`src/rtl/riscv_lsu_pkg.sv`:
```
// Shared load/store definitions: access size codes and
// helpers for legality, byte-enable and store-data alignment.
package riscv_lsu_pkg;

  localparam logic [2:0] LDST_B  = 3'd0;
  localparam logic [2:0] LDST_H  = 3'd1;
  localparam logic [2:0] LDST_W  = 3'd2;
  localparam logic [2:0] LDST_BU = 3'd4;
  localparam logic [2:0] LDST_HU = 3'd5;

  localparam int BE_W = 4;

  function automatic logic is_legal(
    input logic [2:0] size,
    input logic [1:0] off
  );
    logic ok;
    ok = 1'b0;
    case (size)
      LDST_B, LDST_BU: ok = 1'b1;
      LDST_H, LDST_HU: ok = ~off[0];
      LDST_W:          ok = (off == 2'b00);
      default:         ok = 1'b0;
    endcase
    return ok;
  endfunction

  function automatic logic [BE_W-1:0] be_of(
    input logic [2:0] size,
    input logic [1:0] off
  );
    logic [BE_W-1:0] be;
    be = '0;
    case (size)
      LDST_B, LDST_BU: be = 4'b0001 << off;
      LDST_H, LDST_HU: be = 4'b0011 << off;
      LDST_W:          be = 4'b1111;
      default:         be = '0;
    endcase
    return be;
  endfunction

  function automatic logic [31:0] wdata_of(
    input logic [2:0]  size,
    input logic [31:0] data
  );
    logic [31:0] wd;
    wd = data;
    case (size)
      LDST_B, LDST_BU: wd = {4{data[7:0]}};
      LDST_H, LDST_HU: wd = {2{data[15:0]}};
      default:         wd = data;
    endcase
    return wd;
  endfunction

endpackage

```
`src/rtl/riscv_lsu_extend.sv`:
```
// Load data lane select and sign/zero extension from the
// read word, byte offset and access size.
module riscv_lsu_extend
  import riscv_lsu_pkg::*;
(
  input  logic [31:0] rdata,
  input  logic [1:0]  off,
  input  logic [2:0]  size,
  output logic [31:0] data
);

  logic [7:0]  b;
  logic [15:0] h;

  always_comb begin
    b    = rdata[8*off +: 8];
    h    = off[1] ? rdata[31:16] : rdata[15:0];
    data = '0;
    case (size)
      LDST_B:  data = {{24{b[7]}}, b};
      LDST_BU: data = {24'b0, b};
      LDST_H:  data = {{16{h[15]}}, h};
      LDST_HU: data = {16'b0, h};
      LDST_W:  data = rdata;
      default: data = '0;
    endcase
  end

endmodule

```
`src/rtl/riscv_lsu.sv`:
```
// Load-store unit: aligns requests, runs the req/gnt/rvalid
// handshake with data memory and stalls the core meanwhile.
module riscv_lsu
  import riscv_lsu_pkg::*;
(
  input  logic        clk_i,
  input  logic        arstn_i,
  input  logic        lsu_req_i,
  input  logic        lsu_we_i,
  input  logic [2:0]  lsu_size_i,
  input  logic [31:0] lsu_addr_i,
  input  logic [31:0] lsu_data_i,
  output logic        lsu_stall_req_o,
  output logic [31:0] lsu_data_o,
  output logic        lsu_misaligned_o,
  output logic        data_req_o,
  output logic        data_we_o,
  output logic [3:0]  data_be_o,
  output logic [31:0] data_addr_o,
  output logic [31:0] data_wdata_o,
  input  logic        data_gnt_i,
  input  logic        data_rvalid_i,
  input  logic [31:0] data_rdata_i
);

  typedef enum logic [1:0] {
    ST_IDLE,
    ST_REQ,
    ST_RESP
  } state_e;

  state_e      state, state_n;
  logic        we_q;
  logic [2:0]  size_q;
  logic [1:0]  off_q;
  logic        legal, start, done;
  logic [31:0] ext;

  assign legal = is_legal(lsu_size_i, lsu_addr_i[1:0]);
  assign start = lsu_req_i & legal;
  assign done  = (state == ST_RESP) & data_rvalid_i;

  always_ff @(posedge clk_i or negedge arstn_i) begin
    if (!arstn_i) begin
      state  <= ST_IDLE;
      we_q   <= 1'b0;
      size_q <= 3'd0;
      off_q  <= 2'd0;
    end else begin
      state <= state_n;
      if (state == ST_IDLE && start) begin
        we_q   <= lsu_we_i;
        size_q <= lsu_size_i;
        off_q  <= lsu_addr_i[1:0];
      end
    end
  end

  always_comb begin
    state_n = state;
    case (state)
      ST_IDLE:
        if (start)
          state_n = data_gnt_i ? ST_RESP : ST_REQ;
      ST_REQ:
        if (data_gnt_i) state_n = ST_RESP;
      ST_RESP:
        if (data_rvalid_i) state_n = ST_IDLE;
      default: state_n = ST_IDLE;
    endcase
  end

  riscv_lsu_extend u_extend (
    .rdata (data_rdata_i),
    .off   (off_q),
    .size  (size_q),
    .data  (ext)
  );

  // Every output is forced low while reset is held, including
  // the purely combinational request path from the core.
  always_comb begin
    data_req_o = arstn_i &
      (((state == ST_IDLE) & start) | (state == ST_REQ));
    data_we_o    = data_req_o & lsu_we_i;
    data_be_o    = data_req_o ?
      be_of(lsu_size_i, lsu_addr_i[1:0]) : 4'b0000;
    data_addr_o  = arstn_i ?
      {lsu_addr_i[31:2], 2'b00} : 32'd0;
    data_wdata_o = arstn_i ?
      wdata_of(lsu_size_i, lsu_data_i) : 32'd0;
    lsu_stall_req_o  = arstn_i & start & ~done;
    lsu_misaligned_o = arstn_i & lsu_req_i & ~legal;
    lsu_data_o = (arstn_i & done & ~we_q) ? ext : 32'd0;
  end

endmodule
```
`config.mk`:
```
export PLATFORM = sky130hd
export DESIGN_NAME = riscv_lsu
export DESIGN_NICKNAME = d
export VERILOG_FILES = /design/src/rtl/riscv_lsu_pkg.sv /design/src/rtl/riscv_lsu_extend.sv /design/src/rtl/riscv_lsu.sv
export SDC_FILE = /design/constraint.sdc
export NUM_CORES = 1
export LEC_CHECK = 0
export BUFFER_PORTS_ARGS = -buffer_cell sky130_fd_sc_hd__buf_2
export CAP_MARGIN = 10
export CORE_MARGIN = 2
export CORE_UTILIZATION = 39
export CTS_CLUSTER_SIZE = 14
export DETAILED_ROUTE_END_ITERATION = 10
export PLACE_DENSITY = 0.8
export SETUP_SLACK_MARGIN = 0.3
export SYNTH_ARGS = -nofsm -noshare
export SYNTH_HDL_FRONTEND = slang
export SYNTH_HIERARCHICAL = 1
export SYNTH_SLANG_ARGS = --single-unit
```
`constraint.sdc`:
```
create_clock -name clk_i -period 2.4 [get_ports clk_i]
set_clock_uncertainty 0.1 [all_clocks]
set_input_delay 0.48 -clock clk_i [delete_from_list [all_inputs] [get_ports clk_i]]
set_output_delay 0.48 -clock clk_i [all_outputs]
set_load 0.02 [all_outputs]
```
==> flow_summary.yaml <==
floorplanning:
  io_pins: 209
  die_area_um2: 6560
  die_w_um: 81.0
  die_y_um: 81.0
  floorplan.initialDensity: 0.397
  rows: 28
  coreArea_um2: 5820
setup_path:
  required_ps: 1820
  path_class: "reg2out"
  cp-end-kind: "output pin"
  critPathTopFamily: "flip-flops"
  crit_chain: "mux2_2 -> a22oi_4 -> buf_6 -> o221ai_1 -> and2_1 -> buf_2"
  reg2reg_from: "state[0]$_DFFE_PN0P_"
  cp_data_arrival_time_ps: 1880
  reg2reg_depth: 3
  critical_path_buf_inv_count: 2
  max_stage_delay_ps: 390
  worstPathMaxFanout: 9
  slowest_stage: "dfrtp_1"
  rrSetupSlack_ps: 1020
  crit_path_start: "off_q[0]$_DFFE_PN0P_"
  regToRegEndpoint: "size_q[1]$_DFFE_PN0P_"
  start_kind: "flop"
drt:
  wl_met2_mm: 4.81
  wl_met1_mm: 3.50
  routed_wl_mm: 9.65
  post_drt_via_cell_ratio: 5.41
  antenna_left: 0
  drtIter0Drc: 113
  first_pass_iters: 5
  routed.top_layer: "met4"
  drc: 0
  wl_per_cell_um: 16.1
  vias: 3239
  met3_wirelength_mm: 1.02
yosys:
  postSynthCellCount: 312
  synthArstFlopShare: 1.00
  ys_top_cells_by_area: "and2_1 19%, mux2i_1 9.5%, dfrtp_1 8.7%"
  synth_top_area_frac: 0.195
  ys_top_cells_by_count: "72 x and2_1, 24 x nand2_1, 22 x mux2i_1"
  ys_ff_latch: 8
  synth_most_common_cell: "and2_1"
  synth_cell_types: 45
  synth_largest_area_cell: "and2_1"
  yosysWarnings: 6
  synth_edf_count: 0
  synth.cell_area_um2: 2310
  synthFlopType: "dfrtp_1"
  seq_area_frac_synth: 0.0866
  syn_area_per_cell_um2: 7.41
timing:
  drv_slew: 0
  rsz0062_at_grt: "true"
  fin_hold_ws_ps: 155
  tns_ps: -310
  fin_crit_sh: 1.02
  timing.final.ws_setup_ps: -59.2
  hold_viol: 0
  setup_viol: 13
  min_period_ps: 2460
  max_freq_ghz: 0.407
clock_network:
  root_buffer: "clkbuf_8"
  cts.clk_slew.worst_paths_ps: 40
  cts_buffers: 3
  cts_tree: "built"
  clock_latency_ps: 230
  cts_max_level: 1
  cts_sinks: 8
  clk_path_buf_depth: 2
power:
  p_int_mw: 1.04
  seqPwrFrac: 0.116
  p_total_mw: 1.92
  ir_worst_vdd_mv: 0.266
  pwr-share-comb: 0.802
  power.switching_uw: 878
  power.share.switching: 0.458
  leakagePower_nw: 2.11
  clock_power_share: 0.082
  p_per_area_nw_per_um2: 470
global_route:
  grt_max_degree: 65
  grt_pass1_wl_mm: 13.0
  antenna_found_initial: 0
  grt-ovfl-total: 0
  grt_usage: 0.249
  grt_pass1_vias: 2866
cells_and_area:
  final_net_count: 631
  final_area_um2: 4080
  area_growth_pct: 76.7
  fillers: 435
  fin_util: 0.702
  drive_gt1_frac: 0.555
  diodes: 0
min_path:
  hold_class: "in2async"
placed_design:
  dpl_cell_area_um2: 3500
  hpwl_mm: 6.90
  place.gp.congestion: 0.851
  numPortBuffers: 206
outcome:
  status: "complete, but fails checks"
  violations: "setup timing"
job:
  drv_cap: 0
-- final cells by class --
class	instances	area [µm²]	share of cell area
clock buffer	3	41.3	0.0101
timing repair buffer	240	1610	0.395
tap	75	93.8	0.0230
multi-input combinational	269	2120	0.519
inverter	4	15.0	0.00368
sequential	8	201	0.0493
-- cells in the final DEF, fill, tap and decap left out, types with 2 or more instances in the layout --
cell type  count
a22oi_1        2
nor2b_1        9
buf_4         30
mux2i_1       18
nand3_1       18
o221ai_2       3
a221o_1        5
and2_4         3
a21oi_1        2
nand2b_4       2
nand2b_1       4
inv_1          2
buf_12         4
dfrtp_1        7
mux2_2         8
mux4_2         2
a21boi_1       7
mux2_4         4
a211oi_2       2
o21ai_0       12
nor2_1         7
o211a_1        8
nor3_1         5
o221ai_1       4
conb_1         2
buf_6         38
clkbuf_8       3
and2_1        69
a22o_1         5
nor3b_2        2
nand2_1       24
mux2i_2        3
buf_2        164
o211ai_1      18
-- worst reg2reg max path, delay by kind of cell (launching register included) --
kind	cells	cell delay, ps
flip-flops	1	510
AND/OR/NAND/NOR	1	120
AO/OA/AOI/OAI	1	150
multiplexers	1	370
-- timing repair --
item                                   CTS  global route
cloned                                   0             1
setup endpoints to repair               39            54
hold buffers                             1             0
pin swaps                                7             6
setup buffers                            8             4
gates resized for setup                 77            46
endpoints found under the hold margin    2             0
-- stage by stage --
| stage | instances | setup slack, ps |
|---|---|---|
| finish | 599 | -59.2 |
| global route | 599 | -101 |
| CTS | 594 | -26.9 |
| detailed placement | 582 | 108 |
| global placement | 582 | 128 |
| floorplan | 313 | 237 |
-- flip-flops by register name, indices dropped and copies added (netlist names) --
| register | count |
|---|---|
| size_q | 3 |
| off_q | 2 |
| state | 2 |
| we_q | 1 |
-- power by group through the flow --
stage | clock (mW) | combinational [mW] | sequential, mW
2_1_floorplan | 0 | 0.873 | 0.208
4_1_cts | 0.160 | 1.37 | 0.221
5_1_grt | 0.167 | 1.63 | 0.228
3_3_place_gp | 0 | 1.23 | 0.220
3_5_place_dp | 0 | 1.25 | 0.221
6_report | 0.157 | 1.54 | 0.223
-- layer usage --
| metal | vias up | global-route usage |
|---|---|---|
| met5 | - | 0 |
| met4 | 0 | 0.0966 |
| met3 | 32 | 0.0444 |
| met2 | 224 | 0.462 |
| met1 | 1436 | 0.280 |
| li1 | 1547 | - |
-- worst max path at each step --
| stage | endpoint | cells after the start |
|---|---|---|
| after global routing | lsu_data_o[8] | 6 |
| after CTS | lsu_data_o[9] | 7 |
| after global placement | lsu_data_o[8] | 7 |
| final | lsu_data_o[8] | 6 |
| after detailed placement | lsu_data_o[8] | 7 |
| after floorplan | data_be_o[1] | 4 |
-- logic make-up after synthesis --
| group | Yosys count | share of synthesized area |
|---|---|---|
| compound gates | 76 | 0.270 |
| flops | 8 | 0.0866 |
| other cells | 1 | 0.00162 |
| mux | 36 | 0.173 |
| buf+inv | 36 | 0.0796 |
| simple gates | 155 | 0.389 |
Note: power is estimated with default switching activity, not from simulation.
